==> src/rtl/mips_mem_pkg.sv <==
// Shared constants for the unified memory port arbiter.
// Latency: n/a (package only).
// Backpressure: n/a (package only).
//
// Contents: FSM state encodings, requester IDs and default bus widths.
package mips_mem_pkg;

    localparam int AW_DEF = 32;
    localparam int DW_DEF = 32;

    // FSM state encodings.
    localparam logic [1:0] ST_IDLE  = 2'd0;
    localparam logic [1:0] ST_IWAIT = 2'd1;
    localparam logic [1:0] ST_DWAIT = 2'd2;

    // Requester IDs.
    localparam logic REQ_IF = 1'b0;
    localparam logic REQ_D  = 1'b1;

endpackage

==> src/rtl/arb_streak_ctr.sv <==
// Saturating streak counter; raises o_flip once the high-priority side has won MAX_STREAK times in a row over a waiting low side.
// Latency: o_flip is a registered compare, valid the cycle after the grant that completes the streak.
// Backpressure: none; it only observes grants.
//
// Ports:
//   clk, reset : clock, async active-high reset
//   i_win_hi   : high-priority requester granted this cycle
//   i_lo_pend  : low-priority requester is waiting
//   i_win_lo   : low-priority requester granted this cycle
//   o_flip     : streak exhausted, low side must win the next contest
module arb_streak_ctr #(
    parameter int MAX_STREAK = 4
) (
    input  logic clk,
    input  logic reset,
    input  logic i_win_hi,
    input  logic i_lo_pend,
    input  logic i_win_lo,
    output logic o_flip
);

    localparam int              SW   = $clog2(MAX_STREAK + 1);
    localparam logic [SW-1:0]   SMAX = SW'(MAX_STREAK);

    logic [SW-1:0] r_streak;

    always_ff @(posedge clk or posedge reset) begin
        if (reset) begin
            r_streak <= '0;
        end else if (i_win_hi) begin
            // Only wins that starve a waiting low side count toward the streak.
            if (!i_lo_pend)
                r_streak <= '0;
            else if (r_streak != SMAX)
                r_streak <= r_streak + 1'b1;
        end else if (i_win_lo) begin
            r_streak <= '0;
        end
    end

    assign o_flip = (r_streak == SMAX);

endmodule

==> src/rtl/mem_port_arbiter.sv <==
// Arbitrates a single-port memory between the instruction-fetch port and the data port, with data priority.
// Latency: grant edge -> mem_req; ack in the first wait cycle yields done 2 cycles after the grant cycle.
// Backpressure: requesters hold req until their one-cycle done pulse; a watchdog aborts accesses that never get mem_ack.
//
// Ports:
//   clk, reset                                    : clock, async active-high reset
//   if_req/if_addr -> if_rdata/if_done            : fetch port
//   d_req/d_we/d_addr/d_wdata -> d_rdata/d_done   : load/store port
//   mem_req/mem_we/mem_addr/mem_wdata, mem_rdata/mem_ack : memory side
//   busy                                          : transaction outstanding
//   err                                           : sticky timeout flag
module mem_port_arbiter
    import mips_mem_pkg::*;
#(
    parameter int MAX_STREAK = 4,
    parameter int TIMEOUT    = 64,
    parameter int AW         = AW_DEF,
    parameter int DW         = DW_DEF
) (
    input  logic          clk,
    input  logic          reset,
    input  logic          if_req,
    input  logic [AW-1:0] if_addr,
    output logic [DW-1:0] if_rdata,
    output logic          if_done,
    input  logic          d_req,
    input  logic          d_we,
    input  logic [AW-1:0] d_addr,
    input  logic [DW-1:0] d_wdata,
    output logic [DW-1:0] d_rdata,
    output logic          d_done,
    output logic          mem_req,
    output logic          mem_we,
    output logic [AW-1:0] mem_addr,
    output logic [DW-1:0] mem_wdata,
    input  logic [DW-1:0] mem_rdata,
    input  logic          mem_ack,
    output logic          busy,
    output logic          err
);

    localparam int            TW       = $clog2(TIMEOUT);
    localparam logic [TW-1:0] TMO_LAST = TW'(TIMEOUT - 1);

    logic [1:0]    r_state;
    logic [TW-1:0] r_tmo;
    logic          r_mem_req, r_mem_we, r_busy, r_err, r_if_done, r_d_done;
    logic [AW-1:0] r_mem_addr;
    logic [DW-1:0] r_mem_wdata, r_if_rdata, r_d_rdata;

    logic w_idle, w_flip, w_grant_d, w_grant_i, w_winner;

    assign w_idle    = (r_state == ST_IDLE);
    // Data wins every contest unless fetch has been starved for a full streak.
    assign w_grant_d = w_idle && d_req && !(if_req && w_flip);
    assign w_grant_i = w_idle && if_req && !w_grant_d;
    assign w_winner  = w_grant_d ? REQ_D : REQ_IF;

    arb_streak_ctr #(.MAX_STREAK(MAX_STREAK)) u_streak (
        .clk       (clk),
        .reset     (reset),
        .i_win_hi  (w_grant_d),
        .i_lo_pend (if_req),
        .i_win_lo  (w_grant_i),
        .o_flip    (w_flip)
    );

    always_ff @(posedge clk or posedge reset) begin
        if (reset) begin
            r_state     <= ST_IDLE;
            r_tmo       <= '0;
            r_mem_req   <= 1'b0;
            r_mem_we    <= 1'b0;
            r_mem_addr  <= '0;
            r_mem_wdata <= '0;
            r_if_rdata  <= '0;
            r_d_rdata   <= '0;
            r_if_done   <= 1'b0;
            r_d_done    <= 1'b0;
            r_busy      <= 1'b0;
            r_err       <= 1'b0;
        end else begin
            r_if_done <= 1'b0;
            r_d_done  <= 1'b0;
            case (r_state)
                ST_IDLE: begin
                    r_tmo <= '0;
                    if (w_grant_d || w_grant_i) begin
                        r_state     <= (w_winner == REQ_D) ? ST_DWAIT : ST_IWAIT;
                        r_mem_req   <= 1'b1;
                        r_busy      <= 1'b1;
                        r_mem_we    <= (w_winner == REQ_D) ? d_we    : 1'b0;
                        r_mem_addr  <= (w_winner == REQ_D) ? d_addr  : if_addr;
                        r_mem_wdata <= (w_winner == REQ_D) ? d_wdata : '0;
                    end
                end
                ST_IWAIT, ST_DWAIT: begin
                    // Ack has precedence over the watchdog in the abort cycle.
                    if (mem_ack || (r_tmo == TMO_LAST)) begin
                        r_state   <= ST_IDLE;
                        r_mem_req <= 1'b0;
                        r_busy    <= 1'b0;
                        r_if_done <= (r_state == ST_IWAIT);
                        r_d_done  <= (r_state == ST_DWAIT);
                        if (!mem_ack)
                            r_err <= 1'b1;
                        else if (r_state == ST_IWAIT)
                            r_if_rdata <= mem_rdata;
                        else if (!r_mem_we)
                            r_d_rdata <= mem_rdata;
                    end else begin
                        r_tmo <= r_tmo + 1'b1;
                    end
                end
                default: begin
                    r_state   <= ST_IDLE;
                    r_mem_req <= 1'b0;
                    r_busy    <= 1'b0;
                end
            endcase
        end
    end

    assign mem_req   = r_mem_req;
    assign mem_we    = r_mem_we;
    assign mem_addr  = r_mem_addr;
    assign mem_wdata = r_mem_wdata;
    assign if_rdata  = r_if_rdata;
    assign if_done   = r_if_done;
    assign d_rdata   = r_d_rdata;
    assign d_done    = r_d_done;
    assign busy      = r_busy;
    assign err       = r_err;

endmodule
==> config.mk <==
export PLATFORM = sky130hd
export DESIGN_NAME = mem_port_arbiter
export DESIGN_NICKNAME = d
export VERILOG_FILES = /design/src/rtl/mips_mem_pkg.sv /design/src/rtl/arb_streak_ctr.sv /design/src/rtl/mem_port_arbiter.sv
export SDC_FILE = /design/constraint.sdc
export NUM_CORES = 1
export LEC_CHECK = 0
export ABC_CLOCK_PERIOD_IN_PS = 6300
export CAP_MARGIN = 30
export CORE_MARGIN = 1.5
export CORE_UTILIZATION = 43
export DETAILED_ROUTE_END_ITERATION = 8
export PLACE_DENSITY_LB_ADDON = 0.12
export SLEW_MARGIN = 10
export SYNTH_ARGS = -nofsm -noshare
export SYNTH_HDL_FRONTEND = slang
export SYNTH_SLANG_ARGS = --single-unit
==> constraint.sdc <==
create_clock -name clk -period 6.3 [get_ports clk]
set_input_delay 1.89 -clock clk [delete_from_list [all_inputs] [get_ports clk]]
set_output_delay 1.89 -clock clk [all_outputs]
set_load 0.02 [all_outputs]
==> flow_metrics.tcl <==
set metrics [dict create \
    diodes 0 \
    via_per_inst 5.216 \
    hold_viol_final 0 \
    synth_top_family_by_area "multiplexers" \
    grt_pass1_wl_mm 26.16 \
    seqCellArea_sq_mm 0.003603 \
    critPathLaunchType "primary input" \
    synth_compound_area_share_pct 12.18 \
    syn_area_sq_mm 0.006195 \
    start_util_pct 44.28 \
    yosysSeqAreaShare_pct 58.17 \
    arrival_ns 4.50 \
    clock_skew_ns 0.005396 \
    wirelength_mm 16.98 \
    first_global_vias 5214 \
    max_freq_ghz 0.2383 \
    grt_max_degree 83 \
    grt_usage_pct 22.65 \
    final_area_sq_mm 0.009599 \
    status "finished, final reports clean" \
    antenna_found_initial 0 \
    multi_input_area_sq_mm 0.002237 \
    yosys.cell_types.count 36 \
    core_sq_mm 0.01399 \
    synth_fa_ha_area_share_pct 1.212 \
    syn_nets 650 \
    slowest_delay_ns 0.70 \
    vdd_drop_max_v 0.0002521 \
    whs_ns 0.4660 \
    yosysWarnings 0 \
    post_cts_buffers 0 \
    synthMuxAreaShare_pct 17.39 \
    layout.nets 905 \
    cts_tree "done" \
    crit_slowest_cell "or2_4" \
    drt_first_pass_iters 5 \
    via_count 4992 \
    post_cts_resized 0 \
    die-area_sq_mm 0.01514 \
    finalCritPeriodShare_pct 66.61 \
    min_period_ns 4.196 \
    synthSimpleGateAreaFrac_pct 4.908 \
    clk_pin_slew_worst_paths_ns 0.06 \
    crit_chain "clkdlybuf4s50_1 -> and3_2 -> buf_4 -> or2_4 -> mux2_4" \
    rows 43 \
    critPathCaptureType "register" \
    htreeDepth 4 \
    gp_congestion 0.7980 \
    netlist_instances 510 \
    drtAntennaViolNets 0 \
    hp-class "register to register" \
    p_per_area_mw_per_mm2 539.7 \
    rrSetupSlack_ns 3.70 \
    cts_buffer_depth 2 \
    leakage_nw 4.230 \
    setup_viol 0 \
    crit_required_ns 6.60 \
    post-place-ws_ns 1.697 \
    post_drt_wl_per_cell_um 17.75 \
    ys_seq_elements 144 \
    crit_fanout 67 \
    rsz0062_at_grt "false" \
    timing.final.ws_setup_ns 2.104 \
    root_buffer "clkbuf_16" \
    finalSetupTns_ns 0 \
    drv_slew 0 \
    drc_errors 0 \
    max_slew_margin_pct 38.24 \
    clock-sinks 144 \
    crit_family "buffers and inverters" \
    cap_violations 0 \
    syn_to_final_growth_pct 54.96 \
    dp_hpwl_mm 11.94 \
    cp_num_buf_inv 2 \
    power_w 0.005181 \
    dieWidth_um 123.0 \
    place_area_sq_mm 0.008970 \
    postCtsHoldBufs 0 \
    numCtsBuffers 17 \
    ios 268 \
    crit_type "primary input to register" \
    syn_area_per_cell_sq_um 12.15 \
    portBuffers 267 \
    synthXorXnorAreaFrac_pct 0.1414 \
    final_layout_size_suffix_gt1_share_pct 13.90 \
    worstMarginPinSlew_ns 0.9265 \
    grt_remaining_overflow 0 \
    drtIter0Drc 225 \
    fill_cells 1052 \
    clk_latency_ns 0.41 \
    die_h_um 123.0 \
]
logic make-up (layout without fill, tap and decap cells):
group / count (synthesis) / count (layout)
and+or+nand+nor: 59 / 59
adders and majority gates: 6 / 6
DFF: 144 / 144
AOI/OAI and AO/OA: 121 / 121
muxes: 99 / 99
xor gates and xnor gates: 1 / 1
buffers and inverters: 80 / 347
synthesized netlist by cell type (all sizes together):
cell type,instances,share of area (%)
or3,1,0.10
clkbuf,14,0.85
o2111ai,2,0.28
dfrtp,144,58
nand4b,1,0.14
a32o,2,0.32
a21oi,32,2.6
mux2i,33,5.3
nor2b,1,0.10
inv,43,2.6
nand2b,2,0.20
nand2,9,0.55
buf,23,2.5
or2,1,0.14
o31ai,1,0.12
ha,6,1.2
a211o,1,0.14
mux2,66,12
xor2,1,0.14
a21o,3,0.36
o311a,1,0.16
o211ai,33,4.0
and3,5,0.50
nor3,35,2.9
o21ai,38,3.1
a221oi,1,0.14
nor2,3,0.18
nand3,1,0.081
a211oi,2,0.24
o211a,2,0.32
a311oi,3,0.42
routing by layer:
layer | wire [um] | share of wire [%] | GRT usage, %
met5 | 0 | 0 | 0
met4 | 475 | 2.8 | 9.698
met3 | 1593 | 9.4 | 8.764
met2 | 8402 | 49 | 37.95
met1 | 6511 | 38 | 25.85
flip-flops by register name, indices dropped and copies added (netlist names):
register           count
r_state                2
mem_wdata             32
mem_we                 1
err                    1
r_tmo                  6
d_done                 1
busy                   1
if_done                1
mem_addr              32
u_streak.r_streak      3
d_rdata               32
if_rdata              32
power by group:
part	switching [W]	internal (W)
Clock	0.000369	0.000690
Sequential	0.000253	0.00138
Combinational	0.00125	0.00124
Total	0.00187	0.00331
area by class of cell:
| cell class | count | share of cell area [%] |
|---|---|---|
| multi-input combinational | 286 | 23.31 |
| sequential | 144 | 37.54 |
| tap | 180 | 2.346 |
| timing repair buffer | 273 | 28.52 |
| clock buffer | 21 | 4.901 |
| clock inverter | 10 | 1.655 |
| inverter | 43 | 1.734 |
per-stage QoR:
stage | utilization (%) | std cells
after floorplan | - | 510
after global placement | 63.93 | 925
after detailed placement | 64.12 | 926
after CTS | 68.62 | 957
after global routing | 68.62 | 957
final | 68.62 | 957
placed cells by master, fill, tap and decap left out, types with 2 or more instances in the layout:
cell               n
nand2b_1           2
bufinv_16          4
clkbuf_8           3
o2111ai_1          2
mux2_2            65
dfrtp_1          144
clkinv_2           3
nor2_1             3
buf_4              5
a211oi_1           2
a311oi_1           3
a32o_1             2
o21ai_1           11
clkbuf_16         17
a21oi_1           32
clkinvlp_4         2
nand2_1            7
and3_1             4
clkdlybuf4s50_1  267
o211a_1            2
nor3_1            34
inv_1             42
o21ai_0           27
o211ai_1          33
mux2i_1           33
a21o_1             3
ha_1               6
final timing paths:
check | from | endpoint | cells past startpoint
setup / recovery | if_req | mem_addr[30] | 5
hold / removal | err | err | 1
setup reg to reg | u_streak.r_streak[0] | mem_addr[30] | 6
hold reg to reg | err | err | 1
max in group asynchronous | reset | mem_wdata[21] | 4
min in group asynchronous | reset | d_rdata[13] | 2
worst reg2reg max path, cell delays in order, from the launching register on:
cell and delay, ns:
dfrtp_1 0.41, inv_1 0.08, ha_1 0.15, and3_2 0.16
buf_4 0.56, or2_4 0.70, mux2_4 0.42
(Power assumes the default switching activity.)
